**src/rtl/axi_write_master.sv**
```systemverilog
// AXI-style write-burst initiator: latches one burst command, streams source data onto the
// W channel, drives AW concurrently and reports done/err from the last-beat response.
module axi_write_master #(
   parameter int unsigned DATA_W = 32,
   parameter int unsigned ADDR_W = 32
) (
   input  logic              clk,
   input  logic              rst_n,
   input  logic              cmd_valid,
   output logic              cmd_ready,
   input  logic [ADDR_W-1:0] cmd_addr,
   input  logic [7:0]        cmd_len,
   input  logic [1:0]        cmd_burst,
   input  logic [DATA_W-1:0] src_data,
   input  logic              src_valid,
   output logic              src_ready,
   output logic              m_awvalid,
   input  logic              m_awready,
   output logic [ADDR_W-1:0] m_awaddr,
   output logic [7:0]        m_awlen,
   output logic [1:0]        m_awburst,
   output logic              m_wvalid,
   input  logic              m_wready,
   output logic [DATA_W-1:0] m_wdata,
   output logic              m_wlast,
   input  logic [2:0]        b_resp,
   output logic              busy,
   output logic              done,
   output logic              err
);

   typedef enum logic {StIdle, StXfer} state_t;

   localparam logic [2:0] RespOkay = 3'b100;

   state_t     state_q;
   logic [7:0] beat_cnt_q;
   logic       aw_done_q;
   logic       xfer;
   logic       w_hs;

   assign xfer      = (state_q == StXfer);
   assign busy      = xfer;
   assign cmd_ready = !xfer;
   assign m_wvalid  = xfer && src_valid;
   assign src_ready = xfer && m_wready;
   assign m_wdata   = src_data;
   assign m_wlast   = xfer && (beat_cnt_q == m_awlen);
   assign w_hs      = m_wvalid && m_wready;

   always_ff @(posedge clk or negedge rst_n) begin
      if (!rst_n) begin
         state_q    <= StIdle;
         beat_cnt_q <= 8'd0;
         aw_done_q  <= 1'b0;
         m_awvalid  <= 1'b0;
         m_awaddr   <= '0;
         m_awlen    <= 8'd0;
         m_awburst  <= 2'b00;
         done       <= 1'b0;
         err        <= 1'b0;
      end else begin
         done <= 1'b0;
         unique case (state_q)
            StIdle: begin
               if (cmd_valid) begin
                  m_awaddr   <= cmd_addr;
                  m_awlen    <= cmd_len;
                  m_awburst  <= cmd_burst;
                  m_awvalid  <= 1'b1;
                  beat_cnt_q <= 8'd0;
                  aw_done_q  <= 1'b0;
                  err        <= 1'b0;
                  state_q    <= StXfer;
               end
            end
            StXfer: begin
               if (m_awvalid && m_awready) begin
                  m_awvalid <= 1'b0;
                  aw_done_q <= 1'b1;
               end
               if (w_hs) begin
                  if (m_wlast) begin
                     // The slave may accept AW in the very cycle of the last beat.
                     err       <= (b_resp != RespOkay) || !(aw_done_q || m_awready);
                     done      <= 1'b1;
                     m_awvalid <= 1'b0;
                     state_q   <= StIdle;
                  end else begin
                     // Held at the final index so a 256-beat burst never wraps.
                     beat_cnt_q <= beat_cnt_q + 8'd1;
                  end
               end
            end
            default: state_q <= StIdle;
         endcase
      end
   end

endmodule

```
**config.mk**
```make
export PLATFORM = sky130hd
export DESIGN_NAME = axi_write_master
export DESIGN_NICKNAME = d
export VERILOG_FILES = /design/src/rtl/axi_write_master.sv
export SDC_FILE = /design/constraint.sdc
export NUM_CORES = 1
export LEC_CHECK = 0
export ABC_AREA = 0
export CAP_MARGIN = 20
export CORE_UTILIZATION = 39
export DETAILED_ROUTE_END_ITERATION = 12
export PLACE_DENSITY_LB_ADDON = 0.08
export SYNTH_ARGS = -nofsm -noshare
export SYNTH_HDL_FRONTEND = slang
export SYNTH_SLANG_ARGS = --single-unit
```
**constraint.sdc**
```tcl
create_clock -name clk -period 4.9 [get_ports clk]
set_clock_uncertainty 0.2 [all_clocks]
set_input_delay 0.98 -clock clk [delete_from_list [all_inputs] [get_ports clk]]
set_output_delay 0.98 -clock clk [all_outputs]
set_load 0.005 [all_outputs]
```
==> flow_summary.ini, run 1 <==
[timing]
setup_tns_ns = 0
worst_hold_slack_ns = 0.283
setup_viol = 0
drv_slew = 0
rsz0062_at_grt = false
maxSlewHeadroom = 0.340
layout_min_cycle_time_ns = 3.32
max_freq_mhz = 301
hold_viol = 0
fin_ws_ns = 1.58
finalCritPeriodShare = 0.679
worst_pin_slew_ns = 0.988

[setup_path]
reg2reg_depth = 5
crit_fanout = 5
reg2reg_to = beat_cnt_q[7]$_DFFE_PN0P_
reg2reg_slack_ns = 2.74
critPathArrivalTime_ns = 2.14
critPathCaptureType = primary output
cp.required_ns = 3.72
r2r_start = beat_cnt_q[5]$_DFFE_PN0P_
worstSetupPathType = reg2out
start_kind = flop
crit_start = beat_cnt_q[5]$_DFFE_PN0P_

[global_route]
track_usage = 0.176
grt_pass1_vias = 1897
grt_pass1_wl_um = 8970
antenna_found_initial = 0
grt_max_degree = 56
gr-total-overflow = 0

[finish]
nNetsFinal = 434
multi_input_area_um2 = 847
syn2layout_area_growth_pct = 37.2
utilization = 0.569
regArea_um2 = 1380
drive_above_1_share = 0.0342
num-fill-cells = 542
final_cells = 426
n_antenna_cell = 0

[cts]
clock-sinks = 55
holdBufCountCts = 0
htree_levels = 2
cts_tree = done
clk_pin_slew_ns = 0.11
numCtsBuffers = 5
clk_latency_ns = 0.31
cts.path.max_buffers = 2
clk_root_buffer_cell = clkbuf_8
ctsResizeCount = 0
postCtsSetupRepairBufs = 0

[floorplanning]
die-area_um2 = 6770
io_pins = 165
core_area_um2 = 6060
die_x_um = 82.3
die_h_um = 82.3
start_util = 0.415
rows = 28

[logic_synthesis]
synth-seq-cells = 55
syn_nets = 370
ys_warn_count = 0
yosys-top-cells-area = dfrtp_1 (55%), nand2_1 (20%), buf_4 (9.6%), xor2_1 (2.8%), o31ai_1 (1.8%)
syn-cell-area_um2 = 2510
syn_area_per_cell_um2 = 8.78
synth-seq-area-share = 0.548
syn_inst = 286
synth_top_area_frac = 0.548
yosysTopAreaCell = dfrtp_1
synth_cell_type_count = 26

[place]
pre_cts_slack_ns = 1.64
dp_cells = 418
hpwl_um = 3770
io_buffers = 100
place.gp.congestion = 0.779

[detailed_routing]
via_count = 1979
postRouteAntennaNets = 0
dr.pass1.iters = 4
routed_via_density = 4.65
post-route-drc-count = 0
drtIter0Drc = 72
wl_per_cell_um = 13.3
finalWirelength_um = 5650

[hold_path]
min_path_type = reg2reg
hold_end = m_awaddr[14]$_DFFE_PN0P_
min_from = m_awaddr[14]$_DFFE_PN0P_
min_delay_path_depth = 2

[flow_run]
maxCapViolCount = 0

[power_and_ir_drop]
p_per_area_nw_per_um2 = 515
power_leakage_nw = 1.65
ir_drop_mv = 0.250

[run_status]
run_status = completed
-- power breakdown --
group          internal [mW]  switching, mW
clock network          0.154          0.160
logic                  0.433          0.252
registers              0.642          0.133
total                   1.23          0.546
-- layout by cell type (no fill, tap or decap) --
cell type,instances
ha_1,1
or4_1,1
a21o_1,1
o211ai_1,4
inv_6,1
a21oi_1,3
o22ai_1,1
nor2_1,5
o31ai_1,6
and2_1,3
buf_2,1
nand2b_1,1
bufinv_16,1
nand2_1,132
nor4b_1,1
buf_4,1
dfrtp_1,55
clkbuf_8,5
xor2_1,8
nor2b_4,1
or3_1,1
nand2_2,1
clkinvlp_4,1
mux2i_1,1
clkdlybuf4s50_1,99
o21ai_0,4
inv_1,3
nand3_1,6
nor4_1,2
and3_1,1
-- registers in the layout, indices dropped and copies added (netlist names) --
signal and flops:
done 1, m_awvalid 1, m_awlen 8, m_awburst 2, m_awaddr 32, busy 1
err 1, beat_cnt_q 8, aw_done_q 1
-- worst max-delay path by stage --
stage                      to  slack (ns)  cells after the start
floorplan             m_wlast        2.54                      5
global placement    src_ready        1.66                      3
detailed placement  src_ready        1.64                      3
CTS                   m_wlast        1.56                      5
global route          m_wlast        1.51                      5
finish                m_wlast        1.58                      5
-- cells by family (layout without fill, tap and decap cells) --
group | Yosys count | count (layout) | synth area share
AOI/OAI and AO/OA | 19 | 19 | 0.0493
xor gates and xnor gates | 8 | 8 | 0.0279
adders and majority gates | 1 | 1 | 0.00498
buffers and inverters | 47 | 112 | 0.119
DFF | 55 | 55 | 0.548
muxes | 1 | 1 | 0.00398
and+or+nand+nor | 155 | 155 | 0.247
-- stage by stage --
step | instance area, um^2 | power (mW)
2_1_floorplan | 2510 | 1.03
3_3_place_gp | 3330 | 1.46
3_5_place_dp | 3330 | 1.48
4_1_cts | 3450 | 1.80
5_1_grt | 3450 | 1.90
6_report | 3450 | 1.77
-- cell usage after synthesis --
cell / count
nand2_1: 133
or3_1: 1
o211ai_1: 4
mux2i_1: 1
nand2b_1: 1
buf_4: 32
o21ai_0: 4
nor2_1: 5
buf_2: 1
o22ai_1: 1
nor4b_1: 1
nor2b_1: 1
or4_1: 1
clkbuf_2: 1
o31ai_1: 6
clkbuf_1: 10
a21o_1: 1
nand3_1: 6
nor4_1: 2
dfrtp_1: 55
a21oi_1: 3
xor2_1: 8
inv_1: 3
ha_1: 1
and2_1: 3
and3_1: 1
-- worst max-delay path: stages, from the launching register on --
cell	delay (ns)
dfrtp_1	0.45
xor2_1	0.18
nor4_1	0.46
nand2_1	0.12
nor2_1	0.11
clkdlybuf4s50_1	0.52
-- layout make-up --
class                   count  area share
well taps                  75      0.0272
flip-flops and latches     55       0.399
repair buffers            101       0.291
clock buffers               5      0.0200
inverters                   3     0.00327
multi-input cells         184       0.246
clock inverters             3      0.0134
-- layer usage --
layer / share of wire / track usage / vias to the layer above
met5: 0 / 0 / -
met4: 0.011 / 0.0526 / 0
met3: 0.078 / 0.0626 / 10
met2: 0.47 / 0.282 / 62
met1: 0.44 / 0.223 / 911
li1: - / - / 996
Power figures use the tool's default switching activity.
==> run 2: changes to the inputs <==
Settings changed: CORE_UTILIZATION 39 to 36.
Clock period 4.9 ns to 3.5 ns, I/O delays scaled along.
==> run 2 against run 1 <==
Against the previous run: sequential cell count unchanged; worst setup slack got worse by 1.1 ns; via count rose by 0.35%; sequential power grew 39%; die area is 8.1% higher; final cell count rose by 1.6%.
==> flow_summary.ini, run 2 (same netlist as run 1, synthesis figures left out) <==
[finish]
postLayoutCellArea_um2 = 3440
n_antenna_cell = 0
num-fill-cells = 677
mostFrequentLayoutCells = nand2_1 (132), clkdlybuf4s50_1 (99), dfrtp_1 (55)
largest_register_ffs = 32
largest-register = m_awaddr
top_regs = m_awaddr: 32 flops, beat_cnt_q: 8 flops, m_awlen: 8 flops
mostFrequentLayoutCell = nand2_1
syn2layout_area_growth_pct = 37.1
nNetsFinal = 437
drive_above_1_share = 0.0397

[floorplanning]
die-area_um2 = 7320
io_pins = 165
die_h_um = 85.5
start_util = 0.372
core_area_um2 = 6760
die_x_um = 85.5
rows = 30

[hold_path]
min_path_type = reg2reg

[detailed_routing]
via_count = 1986
finalWirelength_um = 5540
wl_per_cell_um = 12.8
drtIter0Drc = 96
routed_via_density = 4.59
post-route-drc-count = 0
postRouteAntennaNets = 0
dr.pass1.iters = 4

[setup_path]
critPathArrivalTime_ns = 2.10
critPathCaptureType = primary output
worstSetupPathType = reg2out
crit_fanout = 5
cp.required_ns = 2.60
start_kind = flop

[global_route]
gr-total-overflow = 0
grt_most_used_layer = met2
grt_max_degree = 56
grt_pass1_vias = 1880
track_usage = 0.158
use_met3 = 0.0568
grt_use_met1 = 0.199
grt_pass1_wl_um = 9110
grt_use_met2 = 0.254
antenna_found_initial = 0

[cts]
cts.path.max_buffers = 2
clk_root_buffer_cell = clkbuf_8
cts_tree = done
ctsResizeCount = 0
clk_latency_ns = 0.30
clk_pin_slew_ns = 0.10
clock-sinks = 55
holdBufCountCts = 0
postCtsSetupRepairBufs = 0
numCtsBuffers = 5
htree_levels = 2

[place]
hpwl_um = 3950
placed_area_um2 = 3360
place.gp.congestion = 0.711
io_buffers = 100

[timing]
hold_viol = 0
drv_slew = 0
worst_pin_slew_ns = 0.692
rsz0062_at_grt = false
setup_viol = 0
maxSlewHeadroom = 0.539
max_freq_mhz = 334
setup_tns_ns = 0
layout_min_cycle_time_ns = 3.00
finalCritPeriodShare = 0.856

[power_and_ir_drop]
power_leakage_nw = 1.65
p_per_area_nw_per_um2 = 689
ir_drop_mv = 0.355
power_mw = 2.37

[flow_run]
maxCapViolCount = 0

[run_status]
run_status = completed
-- run 2: changes by cell type in the layout (fill, tap and decap cells not counted) --
cell / previous run / this run
buf_4: 1 / 4
bufinv_16: 1 / 0
clkinv_2: 0 / 1
clkinv_4: 0 / 1
clkinvlp_4: 1 / 0
inv_6: 1 / 0
-- run 2: critical path, stage by stage, from the launching register on --
cell and delay, ns:
dfrtp_1 0.44, xor2_1 0.17, nor4_1 0.43, nand2_1 0.13, nor2_1 0.11, clkdlybuf4s50_1 0.51
-- run 2: area by class of cell --
class                      count  area, um^2  area share
sequential                    55        1380       0.400
multi-input combinational    184         847       0.246
timing repair buffer         104        1030       0.298
clock buffer                   5        68.8      0.0200
tap                           80         100      0.0291
clock inverter                 2        13.8     0.00400
inverter                       3        11.3     0.00327
-- run 2: worst paths after layout --
check                                          start                         to  slack [ns]  cells past startpoint
setup / recovery           beat_cnt_q[5]$_DFFE_PN0P_                    m_wlast        0.50                      5
hold / removal               m_awaddr[0]$_DFFE_PN0P_    m_awaddr[0]$_DFFE_PN0P_        0.28                      2
setup reg to reg                      busy$_DFF_PN0_  beat_cnt_q[7]$_DFFE_PN0P_        1.40                      5
hold reg to reg              m_awaddr[0]$_DFFE_PN0P_    m_awaddr[0]$_DFFE_PN0P_        0.28                      2
max in group asynchronous                      rst_n   m_awaddr[26]$_DFFE_PN0P_        2.32                      2
min in group asynchronous                      rst_n   m_awaddr[18]$_DFFE_PN0P_        0.31                      2
-- run 2: metrics by stage --
stage	hold WS, ns	utilization	setup WS (ns)	cells
CTS	0.286	0.510	0.451	433
detailed placement	0.261	0.497	0.809	426
floorplan	0.204	-	1.42	286
global placement	0.257	0.497	0.823	426
finish	0.279	0.510	0.504	433
global route	0.300	0.510	0.380	433
-- run 2: where the power goes --
part | total, mW | internal, mW | leakage, nW | switching, mW
Sequential | 1.08 | 0.899 | 0.692 | 0.178
Combinational | 0.959 | 0.610 | 0.916 | 0.349
Clock | 0.338 | 0.137 | 0.0440 | 0.200
-- run 2: metal layers --
layer / wire length (um) / vias to the layer above
met4: 59 / 0
li1: - / 999
met5: 0 / -
met3: 470 / 12
met1: 2390 / 926
met2: 2610 / 49
==> run 3: changes to the inputs <==
Settings changed: CORE_MARGIN from default to 5, SETUP_SLACK_MARGIN from default to 0.05.
==> run 3 against run 2 <==
Against the previous run: non-clock buffer count down 1; via count up 0.60%; critical path depth unchanged; worst hold slack lost 0.081 ns; clock power grew 6.2%; combinational power is 1% higher; global-route usage decreased by 1.4 points; register-to-register slack got worse by 0.02 ns; design area is 0.62% higher; fmax fell by 0.76%; critical path type unchanged; critical endpoint unchanged.
==> flow_summary.ini, run 3 (same netlist as run 1, synthesis figures left out) <==
[setup_path]
critPathArrivalTime_ns = 2.12
cpPeakStageDelay_ns = 0.52
crit_path_cell_trace = xor2_1 -> nor4_1 -> nand2_1 -> nor2_1 -> clkdlybuf4s50_1
reg2reg_depth = 5
start_kind = flop
crit_fanout = 5
worstSetupPathType = reg2out
critPathCaptureType = primary output
cp.required_ns = 2.60
critical_path.slowest_cell = clkdlybuf4s50_1

[floorplanning]
core_area_um2 = 6790
die_x_um = 93.5
rows = 30
die-area_um2 = 8750
start_util = 0.370
die_h_um = 93.5
io_pins = 165

[detailed_routing]
dr.pass1.iters = 4
wl_per_cell_um = 13.6
routed_via_density = 4.45
finalWirelength_um = 6130
postRouteAntennaNets = 0
post-route-drc-count = 0
drtIter0Drc = 86
via_count = 1998

[finish]
nNetsFinal = 436
largest-register = m_awaddr
syn2layout_area_growth_pct = 37.9
utilization = 0.510
mostFrequentLayoutCell = nand2_1
n_antenna_cell = 0
largest_register_ffs = 32
top_regs = m_awaddr: 32 flops, beat_cnt_q: 8 flops, m_awlen: 8 flops
final_cells = 449
num-fill-cells = 654
drive_above_1_share = 0.0397
mostFrequentLayoutCells = nand2_1 (132), clkdlybuf4s50_1 (99), dfrtp_1 (55)

[timing]
setup_tns_ns = 0
worst_pin_slew_ns = 0.646
setup_viol = 0
rsz0062_at_grt = false
drv_slew = 0
layout_min_cycle_time_ns = 3.02
worst_hold_slack_ns = 0.197
maxSlewHeadroom = 0.569
finalCritPeriodShare = 0.862
max_freq_mhz = 331
fin_ws_ns = 0.481
hold_viol = 0

[global_route]
gr-total-overflow = 0
grt_max_degree = 45
grt_pass1_wl_um = 10100
grt_pass1_vias = 2021
track_usage = 0.144
antenna_found_initial = 0

[cts]
clk_root_buffer_cell = clkbuf_8
clk_latency_ns = 0.31
clock-sinks = 55
holdBufCountCts = 0
cts.path.max_buffers = 2
clk_pin_slew_ns = 0.11
numCtsBuffers = 5
cts_tree = done
htree_levels = 2
postCtsSetupRepairBufs = 0
ctsResizeCount = 0

[place]
place.gp.congestion = 0.739
hpwl_um = 4390
io_buffers = 100
pre_cts_slack_ns = 0.804
dp_cells = 441

[power_and_ir_drop]
ir_drop_mv = 0.332
power_leakage_nw = 1.65
p_per_area_nw_per_um2 = 697

[run_status]
run_status = completed

[hold_path]
min_path_type = in2async

[flow_run]
maxCapViolCount = 0
[run 3: layout make-up]
type / instances / area (um^2) / area share
Clock buffer: 5 / 68.8 / 0.0199
Clock inverter: 3 / 22.5 / 0.00650
Inverter: 3 / 11.3 / 0.00325
Multi-Input combinational cell: 184 / 847 / 0.244
Sequential cell: 55 / 1380 / 0.397
Tap cell: 96 / 120 / 0.0347
Timing Repair Buffer: 103 / 1020 / 0.294
[run 3: path summary, 6_finish.rpt]
| check | start | to | slack (ns) |
|---|---|---|---|
| max in group asynchronous | rst_n | beat_cnt_q[7]$_DFFE_PN0P_ | 2.10 |
| min in group clk | m_awaddr[20]$_DFFE_PN0P_ | m_awaddr[20]$_DFFE_PN0P_ | 0.28 |
| worst min-delay path | rst_n | m_awaddr[15]$_DFFE_PN0P_ | 0.20 |
| worst max-delay path | beat_cnt_q[5]$_DFFE_PN0P_ | m_wlast | 0.48 |
| worst max register to register | beat_cnt_q[5]$_DFFE_PN0P_ | beat_cnt_q[7]$_DFFE_PN0P_ | 1.38 |
| worst min register to register | m_awaddr[20]$_DFFE_PN0P_ | m_awaddr[20]$_DFFE_PN0P_ | 0.28 |
[run 3: through the flow]
stage	instance area [um^2]	total power [mW]
2_1_floorplan	2510	1.44
4_1_cts	3460	2.46
3_5_place_dp	3370	2.09
3_3_place_gp	3370	2.07
5_1_grt	3460	2.61
6_report	3460	2.41
[run 3: per-layer routing]
layer,global-route usage,part of all wire,up-vias
met5,0,0,-
met4,0.0493,0.011,0
met3,0.0547,0.096,12
met2,0.228,0.47,59
met1,0.180,0.42,931
li1,-,-,996
[run 3: report_power, final]
| part | internal, mW | switching (mW) |
|---|---|---|
| Sequential | 0.899 | 0.184 |
| Clock | 0.144 | 0.215 |
| Combinational | 0.610 | 0.362 |
[run 3: worst max-delay path, delay by kind of cell, from the launching register on]
kind / cells / cell delay [ns]
XOR/XNOR: 1 / 0.18
flip-flops: 1 / 0.44
buffers and inverters: 1 / 0.52
AND/OR/NAND/NOR: 3 / 0.68
